[src/rtl/robot_controller.sv]
// Wall-following maze controller with barrier removal and step counting.
// Optional stuck detection: define ROBOT_CONTROLLER_STUCK_DET_EN.
module robot_controller #(
    parameter bit HAND          = 1'b0,
    parameter int STEP_W        = 16,
    parameter int REMOVE_CYCLES = 3,
    parameter int MAX_TURNS     = 4
) (
    input  logic              clock,
    input  logic              reset,
    input  logic              start,
    input  logic              head,
    input  logic              side,
    input  logic              under,
    input  logic              barrier,
    output logic              avancar,
    output logic              girar,
    output logic              sentido,
    output logic              remover,
    output logic              busy,
    output logic              done,
    output logic              stuck,
    output logic [STEP_W-1:0] step_count
);

    typedef enum logic [2:0] {
        STANDBY,
        INICIANDO,
        PROCURANDO_MURO,
        ACOMPANHANDO_MURO,
        ENTRANDO,
        REMOVENDO,
        CONCLUIDO
    } state_t;

    state_t            state_q, state_d;
    state_t            ret_q, ret_d;
    logic [7:0]        rm_cnt_q, rm_cnt_d;
    logic [STEP_W-1:0] step_d;
    logic              avancar_d, girar_d, sentido_d, remover_d;
    logic              busy_d, done_d;
    logic              settle, stuck_hit;
    logic              go_adv, go_turn, turn_dir, go_rm, go_done;

`ifdef ROBOT_CONTROLLER_STUCK_DET_EN
    logic [3:0] turn_q, turn_d;
    logic       stuck_d;
    // The pulse that reached the limit is finishing its settle cycle.
    assign stuck_hit = girar && (turn_q == 4'(MAX_TURNS));
`else
    assign stuck_hit = 1'b0;
    assign stuck     = 1'b0;
`endif

    // Sensors are only trusted once the previous move has settled.
    assign settle = avancar | girar;

    always_comb begin
        state_d   = state_q;
        ret_d     = ret_q;
        rm_cnt_d  = rm_cnt_q;
        step_d    = step_count;
        avancar_d = 1'b0;
        girar_d   = 1'b0;
        sentido_d = 1'b0;
        remover_d = 1'b0;
        busy_d    = busy;
        done_d    = done;
        go_adv    = 1'b0;
        go_turn   = 1'b0;
        turn_dir  = 1'b0;
        go_rm     = 1'b0;
        go_done   = 1'b0;
`ifdef ROBOT_CONTROLLER_STUCK_DET_EN
        turn_d    = turn_q;
        stuck_d   = stuck;
`endif
        unique case (state_q)
            STANDBY, CONCLUIDO: begin
                if (start) state_d = INICIANDO;
            end
            INICIANDO: begin
                busy_d  = 1'b1;
                done_d  = 1'b0;
                step_d  = '0;
                state_d = PROCURANDO_MURO;
`ifdef ROBOT_CONTROLLER_STUCK_DET_EN
                turn_d  = '0;
                stuck_d = 1'b0;
`endif
            end
            PROCURANDO_MURO: begin
                if (!settle) begin
                    if (under) begin
                        go_done = 1'b1;
                    end else if (head && barrier) begin
                        go_rm = 1'b1;
                    end else if (head) begin
                        go_turn  = 1'b1;
                        turn_dir = HAND;
                        state_d  = ACOMPANHANDO_MURO;
                    end else if (side) begin
                        state_d = ACOMPANHANDO_MURO;
                    end else begin
                        go_adv = 1'b1;
                    end
                end
            end
            ACOMPANHANDO_MURO: begin
                if (!settle) begin
                    if (under) begin
                        go_done = 1'b1;
                    end else if (!side) begin
                        go_turn  = 1'b1;
                        turn_dir = ~HAND;
                        state_d  = ENTRANDO;
                    end else if (head && barrier) begin
                        go_rm = 1'b1;
                    end else if (head) begin
                        go_turn  = 1'b1;
                        turn_dir = HAND;
                    end else begin
                        go_adv = 1'b1;
                    end
                end
            end
            ENTRANDO: begin
                if (!settle) begin
                    if (under) begin
                        go_done = 1'b1;
                    end else begin
                        go_adv  = !head;
                        state_d = ACOMPANHANDO_MURO;
                    end
                end
            end
            REMOVENDO: begin
                if (rm_cnt_q == 8'd0) begin
                    state_d = ret_q;
                end else begin
                    remover_d = 1'b1;
                    rm_cnt_d  = rm_cnt_q - 8'd1;
                end
            end
            default: state_d = STANDBY;
        endcase

        if (stuck_hit) go_done = 1'b1;

        if (go_adv) begin
            avancar_d = 1'b1;
            if (step_count != '1) step_d = step_count + 1'b1;
`ifdef ROBOT_CONTROLLER_STUCK_DET_EN
            turn_d = '0;
`endif
        end
        if (go_turn) begin
            girar_d   = 1'b1;
            sentido_d = turn_dir;
`ifdef ROBOT_CONTROLLER_STUCK_DET_EN
            turn_d = turn_q + 4'd1;
`endif
        end
        if (go_rm) begin
            remover_d = 1'b1;
            rm_cnt_d  = 8'(REMOVE_CYCLES - 1);
            ret_d     = state_q;
            state_d   = REMOVENDO;
        end
        if (go_done) begin
            state_d = CONCLUIDO;
            busy_d  = 1'b0;
            done_d  = 1'b1;
`ifdef ROBOT_CONTROLLER_STUCK_DET_EN
            stuck_d = stuck_hit;
`endif
        end
    end

    always_ff @(posedge clock) begin
        if (reset) begin
            state_q    <= STANDBY;
            ret_q      <= STANDBY;
            rm_cnt_q   <= '0;
            step_count <= '0;
            avancar    <= 1'b0;
            girar      <= 1'b0;
            sentido    <= 1'b0;
            remover    <= 1'b0;
            busy       <= 1'b0;
            done       <= 1'b0;
`ifdef ROBOT_CONTROLLER_STUCK_DET_EN
            turn_q     <= '0;
            stuck      <= 1'b0;
`endif
        end else begin
            state_q    <= state_d;
            ret_q      <= ret_d;
            rm_cnt_q   <= rm_cnt_d;
            step_count <= step_d;
            avancar    <= avancar_d;
            girar      <= girar_d;
            sentido    <= sentido_d;
            remover    <= remover_d;
            busy       <= busy_d;
            done       <= done_d;
`ifdef ROBOT_CONTROLLER_STUCK_DET_EN
            turn_q     <= turn_d;
            stuck      <= stuck_d;
`endif
        end
    end

endmodule

[config.mk]
export PLATFORM = sky130hd
export DESIGN_NAME = robot_controller
export DESIGN_NICKNAME = d
export VERILOG_FILES = /design/src/rtl/robot_controller.sv
export SDC_FILE = /design/constraint.sdc
export NUM_CORES = 1
export LEC_CHECK = 0
export ABC_AREA = 0
export BUFFER_PORTS_ARGS = -buffer_cell sky130_fd_sc_hd__buf_2
export CAP_MARGIN = 20
export CORE_MARGIN = 4
export CORE_UTILIZATION = 54
export DETAILED_ROUTE_END_ITERATION = 7
export PLACE_DENSITY = 0.77
export RECOVER_POWER = 50
export SLEW_MARGIN = 20
export SYNTH_ARGS = -nofsm -noshare
export SYNTH_HDL_FRONTEND = slang
export SYNTH_SLANG_ARGS = --single-unit
export TNS_END_PERCENT = 30
[constraint.sdc]
create_clock -name clock -period 2.25 [get_ports clock]
set_input_delay 0.1125 -clock clock [delete_from_list [all_inputs] [get_ports clock]]
set_output_delay 0.1125 -clock clock [all_outputs]
set_load 0.005 [all_outputs]
=== Word level (Yosys, flattened, before mapping) ===
Index checks and enable logic that the tools add are counted.
W data, S select, Z words.

* Bitwise logic cells: 4
* $add $sub $neg: 2
* Reductions and logical operators: 15
* Multiplexer cells: 59
* Equality and inequality tests: 30

{| class="wikitable"
|+ Operator list
! operator !! number
|-
| $mux W16 || 3
|-
| $ne A4 B4 Y1 const B || 11
|-
| $mux W3 || 14
|-
| $mux W1 || 35
|-
| $ne A3 B3 Y1 const B || 10
|-
| $reduce_and A11 Y1 || 2
|-
| $pmux W3 S6 || 1
|-
| $add A16 B1 Y16 const B || 1
|-
| $ne A16 B16 Y1 const B || 1
|-
| $eq A3 B3 Y1 const B || 3
|-
| $logic_not A8 Y1 || 1
|-
| $sub A8 B1 Y8 const B || 1
|-
| $eq A3 B2 Y1 const B || 2
|-
| $mux W2 || 3
|-
| $reduce_or A2 Y1 || 3
|-
| $ne A5 B5 Y1 const B || 1
|-
| $reduce_or A5 Y1 || 1
|-
| $pmux W1 S2 || 2
|-
| $reduce_and A2 Y1 || 2
|-
| $reduce_bool A2 Y1 || 2
|-
| $eq A3 B1 Y1 const B || 1
|-
| $logic_not A3 Y1 || 1
|-
| $not A1 Y1 || 3
|-
| $pmux W1 S3 || 1
|-
| 5 further kinds || 5
|}

* Logic and storage cells: 122
* Input port bits: 7
* Register bits: 36

=== Depth between registers and ports, before layout ===
Gate-level depths: netlist of run 1.

* Word-level depth: 8
* Gate-level depth with buffers: 8

=== Worst setup path after synthesis of run 1 ===
OpenSTA, ideal clock, no wires.

* Kind: register to register
* From: register step_count[0]
* To: register step_count[4]
* Period minus slack after synthesis: 1.808 ns
* Required time: 2.176 ns
* Data arrival time: 1.733 ns
* Library setup time: 0.074 ns
* Stages on the path, launching flop included: 9
* Setup slack: 0.442 ns
* Buffers on the path: 2
* Path through: dfxtp_1 ha_1 and3_1 nand4_1 o211ai_1 buf_2 buf_2 nand3_1 a31oi_1

* Longest elaborated chain between the ends: 3
* Elaborated cells on any way between the ends: 4
* Classes of those cells: add/sub: 1; eq/ne: 1; mux: 2

{| class="wikitable"
|+ RTL lines
! what !! RTL line !! RTL
|-
| from (decl) || 23 || <nowiki>output logic [STEP_W-1:0] step_count</nowiki>
|-
| from (signal assigned) || 200 || <nowiki>step_count <= step_d;</nowiki>
|-
| $add A16 B1 Y16 or $ne A16 B16 Y1 (tied branches) || 152 || <nowiki>if (step_count != '1) step_d = step_count + 1'b1;</nowiki>
|-
| $mux W16 (*) || 152 ||
|-
| $mux W16 (*) || 150 || <nowiki>if (go_adv) begin</nowiki>
|}

Mark *: on every way between the ends. The rest lies on a longest branch, timed or not.
A chain may end at the register's enable or synchronous reset.

=== Final worst setup path of run 1 ===
* From: register girar
* To: register state_q[0]

* Longest elaborated chain between the ends: 5
* Elaborated cells on any way between the ends: 20
* Classes of those cells: eq/ne: 11; mux: 6; bitwise: 1; reduce/logical: 2

{| class="wikitable"
|+ RTL lines
! what !! RTL line !! RTL
|-
| from (decl) || 17 || <nowiki>output logic girar,</nowiki>
|-
| from (signal assigned) || 202 || <nowiki>girar <= girar_d;</nowiki>
|-
| $or A1 B1 Y1 (*) || 56 || <nowiki>assign settle = avancar | girar;</nowiki>
|-
| $mux W1, on equally long branches || 110, 93 ||
|-
| $pmux W1 S2 || 78 || <nowiki>unique case (state_q)</nowiki>
|-
| $ne A4 B4 Y1 (no source line) or $ne A3 B3 Y1 (tied branches) || -- ||
|-
| $reduce_and A11 Y1 (no source line) || -- ||
|-
| to (signal assigned) || 197 || <nowiki>state_q <= state_d;</nowiki>
|-
| to (decl) || 36 || <nowiki>state_t state_q, state_d;</nowiki>
|}

Marks and branches as above.

==> qor.csv, run 1 <==
metric;value;unit
status;finished clean;
ir_drop;0.000374;V
vias_per_cell;5.87;
clkSinkCount;36;
p_comb_share;33.1;%
critPathCaptureType;flip-flop;
powerDensity;756;mW/mm2
cp.arrival;2.26;ns
regToRegEndpoint;state_q[0]$_SDFFE_PP0P_;
drive_gt1_share;12.8;%
clkLatencyLatePin;0.34;ns
grt_usage;21.5;%
crit_path_max_fanout;7;
drc_errors;0;
postCtsHoldBufs;0;
ys_types;52;
cts_tree;built;
clockBufferDepth;2;
design_area;0.00214;mm2
synth.area.top_cells;dfxtp_1 38%, nor2_1 4.5%, a21oi_1 3.4%, nand3_1 3.4%, or3_1 3.0%;
r2r_cells;6;
slowest_stage;nor4_4;
swShare;35.5;%
hold_viol_final;0;
avgSynthCellArea;8.20;um2
hold_start;barrier;
placed_cell_area;0.00210;mm2
cp-start-kind;flip-flop;
nFillCells;316;
layout.cells.most_common_list;36 x dfxtp_1, 23 x nor2_1, 17 x clkbuf_1;
synth_seq_cells;36;
antenna_found_initial;0;
intPower;1.04;mW
synth_top_area_share;37.9;%
synth_top_area_cell;dfxtp_1;
r2r_start;girar$_SDFF_PP0_;
drtIter0Drc;138;
grt_pass1_vias;1616;
cap_viol_max_count;0;
required;2.49;ns
grt_pass1_wl;7.47;mm
grt_setup_unrepaired;no;
yosys_warnings;0;
core.rowCount;21;
p_seq_share;44.3;%
worstMarginPinSlew;0.523;ns
syn_nets;242;
clk_pin_slew;0.10;ns
final_util;63.7;%
setup_viol;0;
cts_buffers;5;
dr.pass1.iters;4;
fin_setup_tns;0;ns
skew;0.00184;ns
cts_setup_buffers;0;
diodes;0;
routedWlPerCell;13.8;um
crit_chain;or3_1 -> buf_4 -> nor4_4 -> o21bai_1 -> a21oi_1 -> a2111oi_1;
cts-root-buf;clkbuf_4;
vias;1827;
drv_slew;0;
synthCells;232;
hold_path.class;in -> reg;
finalWeightedCongestion;0.888;
ctsHtreeMaxLevel;2;
min_period;2.02;ns
fin_nets;274;
holdPathEnd;girar$_SDFF_PP0_;
r2r_setup_slack;0.23;ns
netlist_area;0.00190;mm2
layout_commonest_cell;dfxtp_1;
relSlewSlack;64.9;%
start_util;56.5;%
finalWirelength;4.28;mm
p_leak;0.763;nW
critical_path_class;reg -> reg;
die-area;0.00454;mm2
cpPeakStageDelay;0.40;ns
syn_to_final_growth;12.6;%
whs_path_depth;4;
clkPwrFrac;22.6;%
io_buffers;28;
place_hpwl;3.15;mm
fmax;0.494;GHz
antenna_left;0;
dieHeight;67.3;um
power_switching;0.575;mW
grt_max_degree;24;
die_w;67.3;um
core-area;0.00336;mm2
ios;30;
fin_crit_sh;89.9;%
grt_overflow;0;
yosysSeqAreaShare;37.9;%
cts_resized;0;
-- metrics by stage --
step	hold slack, ns	setup slack [ns]	cells	power, mW
floorplan	0.319	0.442	232	1.12
global placement	0.417	0.312	303	1.26
detailed placement	0.419	0.270	303	1.26
CTS	0.0959	0.224	311	1.63
global route	0.107	0.0971	311	1.73
finish	0.102	0.226	311	1.62
-- worst max path at each step --
| stage | start | endpoint | slack, ns | cells after the start |
|---|---|---|---|---|
| after floorplan | step_count[0]$_SDFF_PP0_ | step_count[4]$_SDFF_PP0_ | 0.44 | 8 |
| after global placement | girar$_SDFF_PP0_ | state_q[0]$_SDFFE_PP0P_ | 0.31 | 6 |
| after detailed placement | girar$_SDFF_PP0_ | state_q[0]$_SDFFE_PP0P_ | 0.27 | 6 |
| after CTS | girar$_SDFF_PP0_ | state_q[0]$_SDFFE_PP0P_ | 0.22 | 6 |
| after global routing | girar$_SDFF_PP0_ | state_q[0]$_SDFFE_PP0P_ | 0.1 | 6 |
| final | girar$_SDFF_PP0_ | state_q[0]$_SDFFE_PP0P_ | 0.23 | 6 |
-- cells in the mapped netlist (all sizes together) --
cell type / n
a21oi: 13
xor2: 5
nor4: 6
and2b: 1
nor2: 24
a311oi: 2
and3b: 1
or3: 9
a2111oi: 2
nor3b: 1
nand3b: 1
a211oi: 2
a31o: 1
a32oi: 1
nand2b: 8
o211a: 1
and4: 1
a2bb2oi: 1
conb: 1
nand2: 14
or2: 1
nand4b: 2
ha: 3
xnor2: 2
a31oi: 9
o211ai: 2
o31ai: 3
and3: 5
buf: 10
inv: 10
o311a: 1
nand3: 13
clkbuf: 2
or4: 2
o22ai: 1
a221oi: 3
o21bai: 2
nor3: 8
dfxtp: 36
nor4b: 2
nand4: 5
nor2b: 2
o21ai: 13
-- registers in the layout (all words and copies together), names as in the netlist --
register	flops
step_count	16
rm_cnt_q	8
ret_q	3
state_q	3
avancar	1
busy	1
done	1
girar	1
remover	1
sentido	1
-- layout make-up --
| type | instances | area (um2) | share of cell area [%] |
|---|---|---|---|
| flip-flops and latches | 36 | 721 | 33.7 |
| clock buffers | 8 | 58.8 | 2.75 |
| inverters | 10 | 37.5 | 1.75 |
| multi-input cells | 174 | 1080 | 50.4 |
| repair buffers | 37 | 186 | 8.71 |
| well taps | 46 | 57.6 | 2.69 |
-- cell families (layout without fill, tap and decap cells) --
logic type | Yosys count | after routing | synth area share, %
AND/OR/NAND/NOR | 106 | 106 | 31.6
AO/OA/AOI/OAI | 57 | 57 | 19.7
flip-flops | 36 | 36 | 37.9
buffers and inverters | 22 | 55 | 5.33
XOR/XNOR | 7 | 7 | 3.22
adder cells (fa/ha/maj) | 3 | 3 | 1.97
other | 1 | 1 | 0.197
-- critical path: cells and delay by family (launching register included) --
family,cells,cell delay (ns)
DFF,1,0.36
buffers and inverters,1,0.18
and+or+nand+nor,2,0.79
AOI/OAI and AO/OA,3,0.59
-- layer usage --
metal / wire (um) / GRT usage [%] / up-vias
met5: 0 / 0 / -
met4: 57 / 8.10 / 0
li1: - / - / 916
met1: 1940 / 28.3 / 841
met3: 263 / 5.32 / 8
met2: 2020 / 33.9 / 62
-- power groups by stage --
stage,logic (mW),clock network [mW],registers (mW)
6_report,0.536,0.366,0.718
3_5_place_dp,0.533,0,0.730
5_1_grt,0.595,0.408,0.724
4_1_cts,0.537,0.373,0.716
3_3_place_gp,0.535,0,0.728
2_1_floorplan,0.401,0,0.720
Power figures use the tool's default switching activity.
==> inputs of run 2 (changes only) <==
--- a/config.mk
+++ b/config.mk
@@ -12,7 +12,7 @@
 export CORE_UTILIZATION = 54
 export DETAILED_ROUTE_END_ITERATION = 7
 export PLACE_DENSITY = 0.77
-export RECOVER_POWER = 50
+export RECOVER_POWER = 25
 export SLEW_MARGIN = 20
 export SYNTH_ARGS = -nofsm -noshare
 export SYNTH_HDL_FRONTEND = slang
==> qor.csv, run 2 (synthesis results as in run 1) <==
metric;value;unit
status;finished clean;
required;2.49;ns
largest_reg_flops;16;
regMostFlops;step_count;
fin_nets;274;
antenna_left;0;
reg_top3;step_count: 16 flops, rm_cnt_q: 8 flops;
p_seq_share;44.2;%
swShare;35.5;%
crit_chain;or3_1 -> buf_4 -> nor4_4 -> o21bai_1 -> a21oi_1 -> a2111oi_1;
cp-endpoint;state_q[0]$_SDFFE_PP0P_;
hold_viol_final;0;
layout.cells.most_common_list;36 x dfxtp_1, 23 x nor2_1, 21 x buf_2;
cts_setup_buffers;0;
cpPeakStageDelay;0.41;ns
dieHeight;67.3;um
grt_pass1_wl;7.47;mm
crit_cells;6;
intPower;1.05;mW
ios;30;
critical_path_class;reg -> reg;
worstMarginPinSlew;0.521;ns
drc_errors;0;
syn_to_final_growth;13.2;%
io_buffers;28;
hold_start;barrier;
cts_buffers;5;
fmax;0.495;GHz
hold_path.class;in -> reg;
grt_usage;21.5;%
diodes;0;
r2r_start;girar$_SDFF_PP0_;
place_hpwl;3.15;mm
p_comb_share;33.3;%
powerDensity;754;mW/mm2
grt_pass1_vias;1616;
cp.arrival;2.26;ns
core-area;0.00336;mm2
fin_crit_sh;89.9;%
antenna_found_initial;0;
cts_resized;0;
slowest_stage;nor4_4;
dr.pass1.iters;4;
critPathBufInv;1;
cpLargestDelayFamily;simple AND/OR/NAND/NOR gates;
power_switching;0.575;mW
drive_gt1_share;15.8;%
cp-start-kind;flip-flop;
final_util;64.0;%
grt_max_degree;24;
ctsHtreeMaxLevel;2;
ir_drop;0.000375;V
clockBufferDepth;2;
routedWlPerCell;13.9;um
core.rowCount;21;
min_period;2.02;ns
drtIter0Drc;174;
vias_per_cell;5.94;
start_util;56.5;%
vias;1848;
grt_overflow;0;
skew;0.00353;ns
critPathCaptureType;flip-flop;
r2r_setup_slack;0.23;ns
cts-root-buf;clkbuf_4;
setup_viol;0;
regToRegEndpoint;state_q[0]$_SDFFE_PP0P_;
fin_setup_tns;0;ns
startpoint;girar$_SDFF_PP0_;
clkSinkCount;36;
finalWirelength;4.31;mm
die-area;0.00454;mm2
grt_setup_unrepaired;no;
cts_tree;built;
r2r_cells;6;
cap_viol_max_count;0;
clkLatencyLatePin;0.34;ns
crit_path_max_fanout;7;
layout_commonest_cell;dfxtp_1;
postCtsHoldBufs;0;
finalWeightedCongestion;0.888;
clkPwrFrac;22.5;%
clk_pin_slew;0.10;ns
relSlewSlack;65.0;%
p_leak;0.798;nW
die_w;67.3;um
drv_slew;0;
## run 2: worst min-delay path by stage
stage / to / cells past startpoint / slack [ns]
after global routing: girar$_SDFF_PP0_ / 4 / 0.11
after floorplan: step_count[10]$_SDFF_PP0_ / 2 / 0.32
after global placement: ret_q[2]$_SDFFE_PP0P_ / 2 / 0.42
after detailed placement: ret_q[2]$_SDFFE_PP0P_ / 2 / 0.42
final: girar$_SDFF_PP0_ / 4 / 0.10
after CTS: girar$_SDFF_PP0_ / 4 / 0.1
## run 2: power groups by stage
stage	combinational (mW)	sequential, mW	clock, mW
floorplan	0.401	0.720	0
global placement	0.535	0.728	0
detailed placement	0.533	0.730	0
CTS	0.537	0.716	0.373
global route	0.600	0.724	0.408
finish	0.540	0.718	0.365
## run 2: layer usage
layer / GRT usage, % / vias up / wire length, um
met5: 0 / - / 0
met4: 8.10 / 0 / 87
met3: 5.32 / 17 / 279
met2: 33.9 / 74 / 2000
met1: 28.3 / 839 / 1950
li1: - / 918 / -
## run 2: area by class of cell
type	instances	area (um2)
Clock buffer	8	58.8
Timing Repair Buffer	37	199
Fill cell	313	1210
Inverter	10	37.5
Tap cell	46	57.6
Multi-Input combinational cell	174	1080
Sequential cell	36	721
## run 2: metrics by stage
stage / cells / area [um2] / power (mW) / hold slack, ns / setup WS, ns
2_1_floorplan: 232 / 1900 / 1.12 / 0.319 / 0.442
3_3_place_gp: 303 / 2100 / 1.26 / 0.417 / 0.312
3_5_place_dp: 303 / 2100 / 1.26 / 0.419 / 0.270
4_1_cts: 311 / 2160 / 1.63 / 0.0959 / 0.224
5_1_grt: 311 / 2150 / 1.73 / 0.107 / 0.0882
6_report: 311 / 2150 / 1.62 / 0.101 / 0.228
## run 2: worst min-delay path: stages
cell     delay [ns]
buf_2          0.08
inv_1          0.03
a21oi_1        0.12
nor4_1         0.05
